--- config.mk ---
export PLATFORM = sky130hd
export DESIGN_NAME = hazard_ctrl
export DESIGN_NICKNAME = d
export VERILOG_FILES = /design/src/rtl/hazard_ctrl.sv
export SDC_FILE = /design/constraint.sdc
export NUM_CORES = 1
export LEC_CHECK = 0
export ABC_AREA = 1
export CAP_MARGIN = 20
export CORE_UTILIZATION = 48
export DETAILED_ROUTE_END_ITERATION = 10
export PLACE_DENSITY = 0.8
export SKIP_CTS_REPAIR_TIMING = 1
export SLEW_MARGIN = 20
export SYNTH_ARGS = -nofsm -noshare
export SYNTH_HDL_FRONTEND = slang
export SYNTH_SLANG_ARGS = --single-unit
--- constraint.sdc ---
create_clock -name clk_i -period 1.9 [get_ports clk_i]
set_input_delay 0.475 -clock clk_i [delete_from_list [all_inputs] [get_ports clk_i]]
set_output_delay 0.475 -clock clk_i [all_outputs]
set_load 0.02 [all_outputs]
--- src/rtl/hazard_ctrl.sv ---
// ---------------------------------------------------------------------------
// hazard_ctrl
//   Pipeline hazard controller for a classic 5-stage in-order pipeline.
//   Detects load-use hazards between the EX-stage load and the ID-stage
//   instruction, inserts LOAD_STALL bubble cycles per hazard, flushes IF/ID
//   on a taken branch and freezes the whole pipe on a data-memory miss.
//   Also counts detected load-use hazards in a saturating event counter.
//
// Parameters
//   REG_AW      register-address width
//   LOAD_STALL  bubble cycles per load-use hazard (1..7)
//   PERF_W      width of the hazard event counter
//
// Ports
//   clk_i            clock, rising edge
//   rst_i            asynchronous active-low reset
//   id_ex_memread_i  EX-stage instruction is a load
//   id_ex_rt_i       load destination register
//   if_id_rs_i       ID-stage source register rs
//   if_id_rt_i       ID-stage source register rt
//   if_id_uses_rt_i  ID-stage instruction reads rt
//   branch_taken_i   branch resolved taken in ID
//   mem_stall_i      data-memory miss, freeze the whole pipeline
//   pc_write_o       PC may update
//   if_id_write_o    IF/ID may update
//   if_id_flush_o    IF/ID loads a NOP
//   id_ex_bubble_o   ID/EX control fields forced to zero
//   pipe_hold_o      all pipeline registers hold
//   stall_events_o   number of load-use hazards detected (saturating)
// ---------------------------------------------------------------------------
module hazard_ctrl #(
    parameter int REG_AW     = 5,
    parameter int LOAD_STALL = 1,
    parameter int PERF_W     = 16
) (
    input  logic              clk_i,
    input  logic              rst_i,
    input  logic              id_ex_memread_i,
    input  logic [REG_AW-1:0] id_ex_rt_i,
    input  logic [REG_AW-1:0] if_id_rs_i,
    input  logic [REG_AW-1:0] if_id_rt_i,
    input  logic              if_id_uses_rt_i,
    input  logic              branch_taken_i,
    input  logic              mem_stall_i,
    output logic              pc_write_o,
    output logic              if_id_write_o,
    output logic              if_id_flush_o,
    output logic              id_ex_bubble_o,
    output logic              pipe_hold_o,
    output logic [PERF_W-1:0] stall_events_o
);

    typedef enum logic {
        IDLE     = 1'b0,
        LD_STALL = 1'b1
    } state_e;

    // The first bubble is issued from IDLE, so LD_STALL covers the remaining ones.
    localparam logic [2:0] CNT_INIT = 3'(LOAD_STALL - 1);

    state_e            state_q, state_d;
    logic [2:0]        cnt_q, cnt_d;
    logic [PERF_W-1:0] events_q, events_d;
    logic              hazard;
    logic              stall;

    // Register 0 is hard-wired to zero, so a load targeting it never conflicts.
    assign hazard = id_ex_memread_i
                  & (id_ex_rt_i != '0)
                  & ((id_ex_rt_i == if_id_rs_i)
                     | (if_id_uses_rt_i & (id_ex_rt_i == if_id_rt_i)));

    // Once in LD_STALL the hazard input no longer matters: the bubble train
    // runs to completion on the counter alone.
    assign stall = (state_q == LD_STALL) | hazard;

    always_ff @(posedge clk_i or negedge rst_i) begin
        if (!rst_i) begin
            state_q  <= IDLE;
            cnt_q    <= '0;
            events_q <= '0;
        end else begin
            state_q  <= state_d;
            cnt_q    <= cnt_d;
            events_q <= events_d;
        end
    end

    always_comb begin
        state_d        = state_q;
        cnt_d          = cnt_q;
        events_d       = events_q;
        pc_write_o     = 1'b1;
        if_id_write_o  = 1'b1;
        if_id_flush_o  = 1'b0;
        id_ex_bubble_o = 1'b0;
        pipe_hold_o    = 1'b0;

        // While reset is held the outputs stay at the free-running values
        // regardless of what the pipeline inputs show.
        if (rst_i) begin
            if (mem_stall_i) begin
                // Memory miss freezes everything, including the stall sequence.
                pipe_hold_o   = 1'b1;
                pc_write_o    = 1'b0;
                if_id_write_o = 1'b0;
            end else if (stall) begin
                // A branch seen here is dropped; it re-presents once the
                // dependent instruction advances.
                pc_write_o     = 1'b0;
                if_id_write_o  = 1'b0;
                id_ex_bubble_o = 1'b1;
                if (state_q == IDLE) begin
                    if (!(&events_q)) begin
                        events_d = events_q + 1'b1;
                    end
                    if (LOAD_STALL > 1) begin
                        state_d = LD_STALL;
                        cnt_d   = CNT_INIT;
                    end
                end else begin
                    cnt_d = cnt_q - 3'd1;
                    if (cnt_q == 3'd1) begin
                        state_d = IDLE;
                    end
                end
            end else if (branch_taken_i) begin
                if_id_flush_o = 1'b1;
            end
        end
    end

    assign stall_events_o = events_q;

endmodule

==> impl_summary.log, run 1 <==
INFO  metric outcome = finished, violations left
INFO  metric failed_checks = setup timing
INFO  metric syn-mean-instance-area = 6.49 um^2
INFO  metric ys_seq_area_frac = 0.329
INFO  metric grt_pass1_vias = 1,413
INFO  metric layout_min_cycle_time = between 1.5 and 2 ns
INFO  metric clock_tree_from_tritoncts = done
INFO  metric power.density = slightly above 500 mW/mm^2
INFO  metric timing.final.max_slew_violations = 0
INFO  metric floorplan.initialDensity = 0.502
INFO  metric dr.first_iter.drc_count = 75
INFO  metric leftover_overflow_at_the_end_of_global_routing = 0
INFO  metric clock_sink_count = 20
INFO  metric worst_pin_slew = 0.282 ns
INFO  metric ctsLongestPathBuffers = 2
INFO  metric pin_count = 42
INFO  metric clkLatencyLatePin = 0.30 ns
INFO  metric wirelength = 3600 um
INFO  metric yosysWarnings = 0
INFO  metric finClkSkew = approximately 0.0023 ns
INFO  metric detailedPlacementHpwl = 2690 um
INFO  metric synth_area = about 0.0015 mm^2
INFO  metric grtUsageTotal = 0.223
INFO  metric final_core_util = 0.694
INFO  metric ys_ff_latch = 20
INFO  metric avgRoutedWirePerCell = 11.0 um
INFO  metric synth.distinct_cells = 21
INFO  metric count_of_antenna_violating_nets_left_after_detailed_routing = 0
INFO  metric y_dimension_of_the_die = approximately 58 um
INFO  metric largest_net_degree_at_the_start_of_global_routing = 21
INFO  metric total_power = 1.06 mW
INFO  metric finalHoldWorstSlack = 0.371 ns
INFO  metric max-slew-margin-rel = 0.811
INFO  metric fp.dieW = 58.3 um
INFO  metric layout_worst_path_cycle_share = 1.01
INFO  metric dpl_cell_area = 0.00202 mm^2
INFO  metric critical_path_required_time = between 1 and 1.5 ns
INFO  metric clkTransAtPathRegs = 0.11 ns
INFO  metric most_common_cell_after_layout_fill_and_taps_aside = nand2_1
INFO  metric fraction_of_layout_instances_using_a_drive_strength_above_1 = 0.174
INFO  metric fmax = 0.521 GHz
INFO  metric drt-pass1-iter-count = 4
INFO  metric grt_first_pass_wirelength = 5790 um
INFO  metric timing.final.setup_violations = 3
INFO  metric grt_setup_unrepaired = true
INFO  metric postLayoutSetupSlackWorst = -0.0194 ns
INFO  metric highest_count_cells_in_the_layout_ignoring_fill_and_taps = 90 x nand2_1, 25 x inv_1, 24 x dlymetal6s2s_1
INFO  metric cts_max_level = 1
INFO  metric hold_path.class = primary input to asynchronous set/reset pin
INFO  metric power.static_leakage = approximately 1.4 nW
INFO  metric areaGrowthSynthToFinish = 38.4%
INFO  metric dr_total_vias = 1,591
INFO  metric critical_path.max_fanout = 3
INFO  metric cts-buffers-inserted = 3
INFO  metric finish.net_count = 308
INFO  metric rows = 20
INFO  metric post_drt_via_cell_ratio = between 4 and 5
INFO  metric cts_root_buffer = clkbuf_4
INFO  metric peakVddDrop = between 0.0003 and 0.0004 V
INFO  metric route.detailed.drc = 0
INFO  metric hold_viol_final = 0
INFO  metric critical_path_class = primary input to output port
INFO  metric place.gp.congestion = 0.886
INFO  metric post-route-cell-area = 0.00210 mm^2
INFO  metric design.core.area = 0.00303 mm^2
INFO  metric antenna_found_initial = 0
INFO  metric port_buffers = 41
INFO  metric cp.arrival = 1.44 ns
INFO  metric die_area = 0.00339 mm^2
INFO  metric antenna_cells_inserted = 0
INFO  metric worst_setup_path_end_kind = output port
INFO  metric timing.critical_path.from_type = primary input
INFO  metric syn-instance-count = 234
INFO  metric drv.max_cap_violation_count = 0
INFO  metric place_worst_setup_slack = -0.892 ns
INFO  metric syn_nets = between 200 and 300
[Yosys cell counts, drive strengths merged]
library cell / count / share of area
a31oi: 1 / 0.0041
nand4: 22 / 0.091
nand2: 96 / 0.24
xnor2: 5 / 0.029
o21ai: 4 / 0.013
nand3: 14 / 0.054
dfrtp: 20 / 0.33
buf: 5 / 0.021
a21oi: 2 / 0.0066
inv: 31 / 0.077
nor2: 26 / 0.082
xor2: 5 / 0.029
ha: 3 / 0.025
[metal layers]
layer,up-vias,track usage,part of all wire
met3,6,0.0268,0.034
met2,34,0.406,0.50
met1,711,0.266,0.44
met5,-,0,0
met4,0,0.0850,0.017
li1,840,-,-
[power breakdown]
part | internal, mW | switching, mW | total, mW
Sequential | 0.474 | 0.0343 | 0.509
Clock | 0.0741 | 0.135 | 0.209
Combinational | 0.142 | 0.201 | 0.343
Total | 0.690 | 0.370 | 1.06
[critical path: stages]
cell and delay, ns:
clkdlybuf4s50_1 0.47, o21ai_2 0.06, inv_2 0.08, nand2_2 0.08, a21oi_2 0.16, buf_6 0.13
[final timing paths]
| check | startpoint | to | slack, ns | cells after the start |
|---|---|---|---|---|
| max | id_ex_memread_i | id_ex_bubble_o | -0.02 | 6 |
| min | rst_i | state_q$_DFFE_PN0P_ | 0.37 | 3 |
| min in group clk_i | cnt_q[1]$_DFFE_PN0P_ | cnt_q[1]$_DFFE_PN0P_ | 0.50 | 2 |
| max in group asynchronous | rst_i | stall_events_o[7]$_DFFE_PN0P_ | 1.31 | 3 |
| max reg2reg | stall_events_o[0]$_DFFE_PN0P_ | stall_events_o[0]$_DFFE_PN0P_ | 0.18 | 9 |
| min reg2reg | cnt_q[1]$_DFFE_PN0P_ | cnt_q[1]$_DFFE_PN0P_ | 0.50 | 2 |
[metrics by stage]
| stage | setup TNS (ns) | std cells |
|---|---|---|
| after CTS | -3.95 | 325 |
| after global placement | -8.18 | 322 |
| after global routing | -0.163 | 326 |
| final | -0.0325 | 326 |
| after floorplan | 0 | 234 |
| after detailed placement | -8.73 | 322 |
[state kept, by name, indices dropped and copies added (netlist names)]
name,cells
state_q,1
cnt_q,3
stall_events_o,16
[cell type report]
type                            instances  area (um^2)
Fill cell                             279          926
Sequential cell                        20          500
Multi-Input combinational cell        178          903
Tap cell                               44         55.1
Inverter                               31          116
Clock buffer                            3         22.5
Timing Repair Buffer                   50          504
[logic make-up (layout without fill, tap and decap cells)]
family	Yosys count	after routing	synth area share
AOI/OAI and AO/OA	7	7	0.0239
xor gates and xnor gates	10	10	0.0577
adders and majority gates	3	3	0.0247
buffers and inverters	36	84	0.0980
DFF	20	20	0.329
and+or+nand+nor	158	158	0.466
No activity file was read; power rests on OpenSTA's default activity.
==> run 2, diff against run 1 <==
Settings changed: CORE_UTILIZATION 48 to 43, PLACE_DENSITY 0.8 to 0.76, SLEW_MARGIN 20 to 15.
Clock period 1.9 ns to 1.6 ns, I/O delays scaled along.
==> run 2 against run 1 <==
Effect of this change: the run still ends with setup timing left; first-iteration DRC count grew 6.7%; count of clock-buffer cells in the layout grew 1; clock skew shrank 0.0013 ns; register-to-register slack lost 0.09 ns; hold slack lost 0.30 ns; die area grew 11%; critical path type unchanged; largest cell class unchanged.
==> impl_summary.log, run 2 (synthesis results as in run 1) <==
INFO  metric outcome = finished, violations left
INFO  metric failed_checks = setup timing
INFO  metric critical_path.max_fanout = 3
INFO  metric critical_path_class = primary input to output port
INFO  metric finish.cell_count_without_fillers = 343
INFO  metric power.density = 617 mW/mm^2
INFO  metric timing.final.max_slew_violations = 0
INFO  metric cp_num_cells = 10
INFO  metric y_dimension_of_the_die = 61.4 um
INFO  metric critical-path-max-stage-delay = ~0.16 ns
INFO  metric layout_worst_path_cycle_share = 1.08
INFO  metric clkTransAtPathRegs = 0.11 ns
INFO  metric clkPwrFrac = 0.208
INFO  metric antenna_cells_inserted = 0
INFO  metric finClkSkew = 0.00102 ns
INFO  metric crit_end = id_ex_bubble_o
INFO  metric floorplan.initialDensity = 0.452
INFO  metric antenna_found_initial = 0
INFO  metric leftover_overflow_at_the_end_of_global_routing = 0
INFO  metric areaGrowthSynthToFinish = 56.4%
INFO  metric ctsLongestPathBuffers = 2
INFO  metric critical-path-top-delay-family = simple AND/OR/NAND/NOR gates
INFO  metric power.static_leakage = 1.48 nW
INFO  metric net-switching-power = 0.502 mW
INFO  metric flip_flop_count_of_the_largest_register_after_layout = 16
INFO  metric fp.dieW = 61.4 um
INFO  metric grtUsageTotal = 0.229
INFO  metric timing.setup.tns = -0.405 ns
INFO  metric avgRoutedWirePerCell = approximately 12 um
INFO  metric postLayoutSetupSlackWorst = -0.126 ns
INFO  metric fmax = around 0.58 GHz
INFO  metric crit_path_top_delay_cell = a21oi_4
INFO  metric largest_net_degree_at_the_start_of_global_routing = 18
INFO  metric drt-pass1-iter-count = 4
INFO  metric place.gp.congestion = 0.848
INFO  metric route.detailed.drc = 0
INFO  metric timing.critical_path.from_type = primary input
INFO  metric dr.first_iter.drc_count = 80
INFO  metric count_of_antenna_violating_nets_left_after_detailed_routing = 0
INFO  metric clock_tree_from_tritoncts = done
INFO  metric fraction_of_layout_instances_using_a_drive_strength_above_1 = 0.283
INFO  metric hold_viol_final = 0
INFO  metric drv.max_cap_violation_count = 0
INFO  metric cts_root_buffer = clkbuf_4
INFO  metric most_common_cell_after_layout_fill_and_taps_aside = nand2_1
INFO  metric max-slew-margin-rel = 0.842
INFO  metric total_power = 1.47 mW
INFO  metric die_area = 0.00377 mm^2
INFO  metric cts_max_level = 1
INFO  metric rows = 21
INFO  metric cp.arrival = 1.33 ns
INFO  metric detailedPlacementHpwl = 2890 um
INFO  metric clock_sink_count = 20
INFO  metric grt_pass1_vias = 1,490
INFO  metric timing.final.setup_violations = 4
INFO  metric dr_total_vias = 1,731
INFO  metric port_buffers = 41
INFO  metric cts-buffers-inserted = 3
INFO  metric grt_first_pass_wirelength = around 6400 um
INFO  metric cell_internal_power_dissipation = 0.965 mW
INFO  metric cell_by_cell_trace_of_the_critical_path = buf_6 -> inv_2 -> nand2_1 -> nand2_1 -> nor2_1 -> nand3_1 -> nand2_4 -> nand2_4 -> a21oi_4 -> buf_6
INFO  metric seqPwrFrac = 0.410
INFO  metric r2r_start = stall_events_o[1]$_DFFE_PN0P_
INFO  metric grt_setup_unrepaired = true
INFO  metric cp_num_buf_inv = 3
INFO  metric regToRegSetupSlack = 0.09 ns
INFO  metric wirelength = 4100 um
INFO  metric design.core.area = 0.00336 mm^2
INFO  metric peakVddDrop = 0.000321 V
INFO  metric hold_path.class = primary input to asynchronous set/reset pin
INFO  metric pin_count = 42
INFO  metric worst_setup_path_end_kind = output port
INFO  metric layout_min_cycle_time = 1.73 ns
INFO  metric dp.cells = about 340
INFO  metric crit_start = id_ex_rt_i[3]
INFO  metric p_comb_frac = 0.381
INFO  metric number_of_cell_instances_on_the_worst_register_to_register_path = 9
INFO  metric critical_path_required_time = 1.20 ns
INFO  metric netSwitchingFraction = 0.342
INFO  metric timing.rr.end = stall_events_o[10]$_DFFE_PN0P_
INFO  metric highest_count_cells_in_the_layout_ignoring_fill_and_taps = 88 x nand2_1, 22 x nand4_1, 21 x inv_1, 21 x dlymetal6s2s_1, 19 x buf_4
INFO  metric finish.net_count = ~320
INFO  metric clkLatencyLatePin = 0.31 ns
INFO  metric post_drt_via_cell_ratio = 5.05
INFO  metric worst_pin_slew = 0.237 ns
## run 2: cell count changes in the layout (fill, tap and decap cells not counted), moves of 3 or more
| cell | before | now |
|---|---|---|
| buf_6 | 3 | 15 |
| buf_4 | 14 | 19 |
| inv_1 | 25 | 21 |
| nand2_4 | 0 | 4 |
| buf_8 | 0 | 3 |
| clkdlybuf4s50_1 | 4 | 1 |
| dlymetal6s2s_1 | 24 | 21 |
| inv_2 | 6 | 9 |
| nand3_1 | 12 | 9 |
## run 2: power by group through the flow
stage | clock, mW | combinational, mW | sequential [mW]
after floorplan | 0 | 0.251 | 0.622
after global placement | 0 | 0.494 | 0.609
after detailed placement | 0 | 0.493 | 0.611
after CTS | 0.313 | 0.502 | 0.600
after global routing | 0.338 | 0.621 | 0.611
final | 0.306 | 0.559 | 0.602
## run 2: through the flow
step / setup WS [ns] / instance area [um^2] / utilization / hold WS [ns]
floorplan: -0.0149 / 1590 / - / 0.104
global placement: -1.09 / 2170 / 0.645 / 0.471
detailed placement: -1.13 / 2170 / 0.645 / 0.478
CTS: -1.12 / 2210 / 0.656 / 0.446
global route: -0.197 / 2380 / 0.706 / 0.0624
finish: -0.126 / 2380 / 0.706 / 0.0678
## run 2: cell type report
cell class              instances  area (um^2)
clock buffers                   4         36.3
fillers                       302          987
inverters                      31          119
multi-input cells             179         1010
flip-flops and latches         20          503
well taps                      46         57.6
repair buffers                 63          649
## run 2: how the worst min path moves through the flow
stage / start / to / slack (ns)
floorplan: rst_i / cnt_q[0]$_DFFE_PN0P_ / 0.10
global placement: cnt_q[1]$_DFFE_PN0P_ / cnt_q[1]$_DFFE_PN0P_ / 0.47
detailed placement: cnt_q[1]$_DFFE_PN0P_ / cnt_q[1]$_DFFE_PN0P_ / 0.48
CTS: rst_i / stall_events_o[14]$_DFFE_PN0P_ / 0.45
global route: rst_i / stall_events_o[11]$_DFFE_PN0P_ / 0.06
finish: rst_i / stall_events_o[12]$_DFFE_PN0P_ / 0.07
## run 2: worst reg2reg max path, delay by kind of cell, from the launching register on
kind | cells | cell delay, ns
adder cells (fa/ha/maj) | 1 | 0.18
AND/OR/NAND/NOR | 6 | 0.57
flip-flops | 1 | 0.46
buffers and inverters | 2 | 0.24
## run 2: metal layers
layer	GRT usage	vias up	share of wire
met5	0	-	0
met4	0.0921	0	0.022
met3	0.0378	13	0.046
met2	0.366	60	0.50
met1	0.307	790	0.43
li1	-	868	-
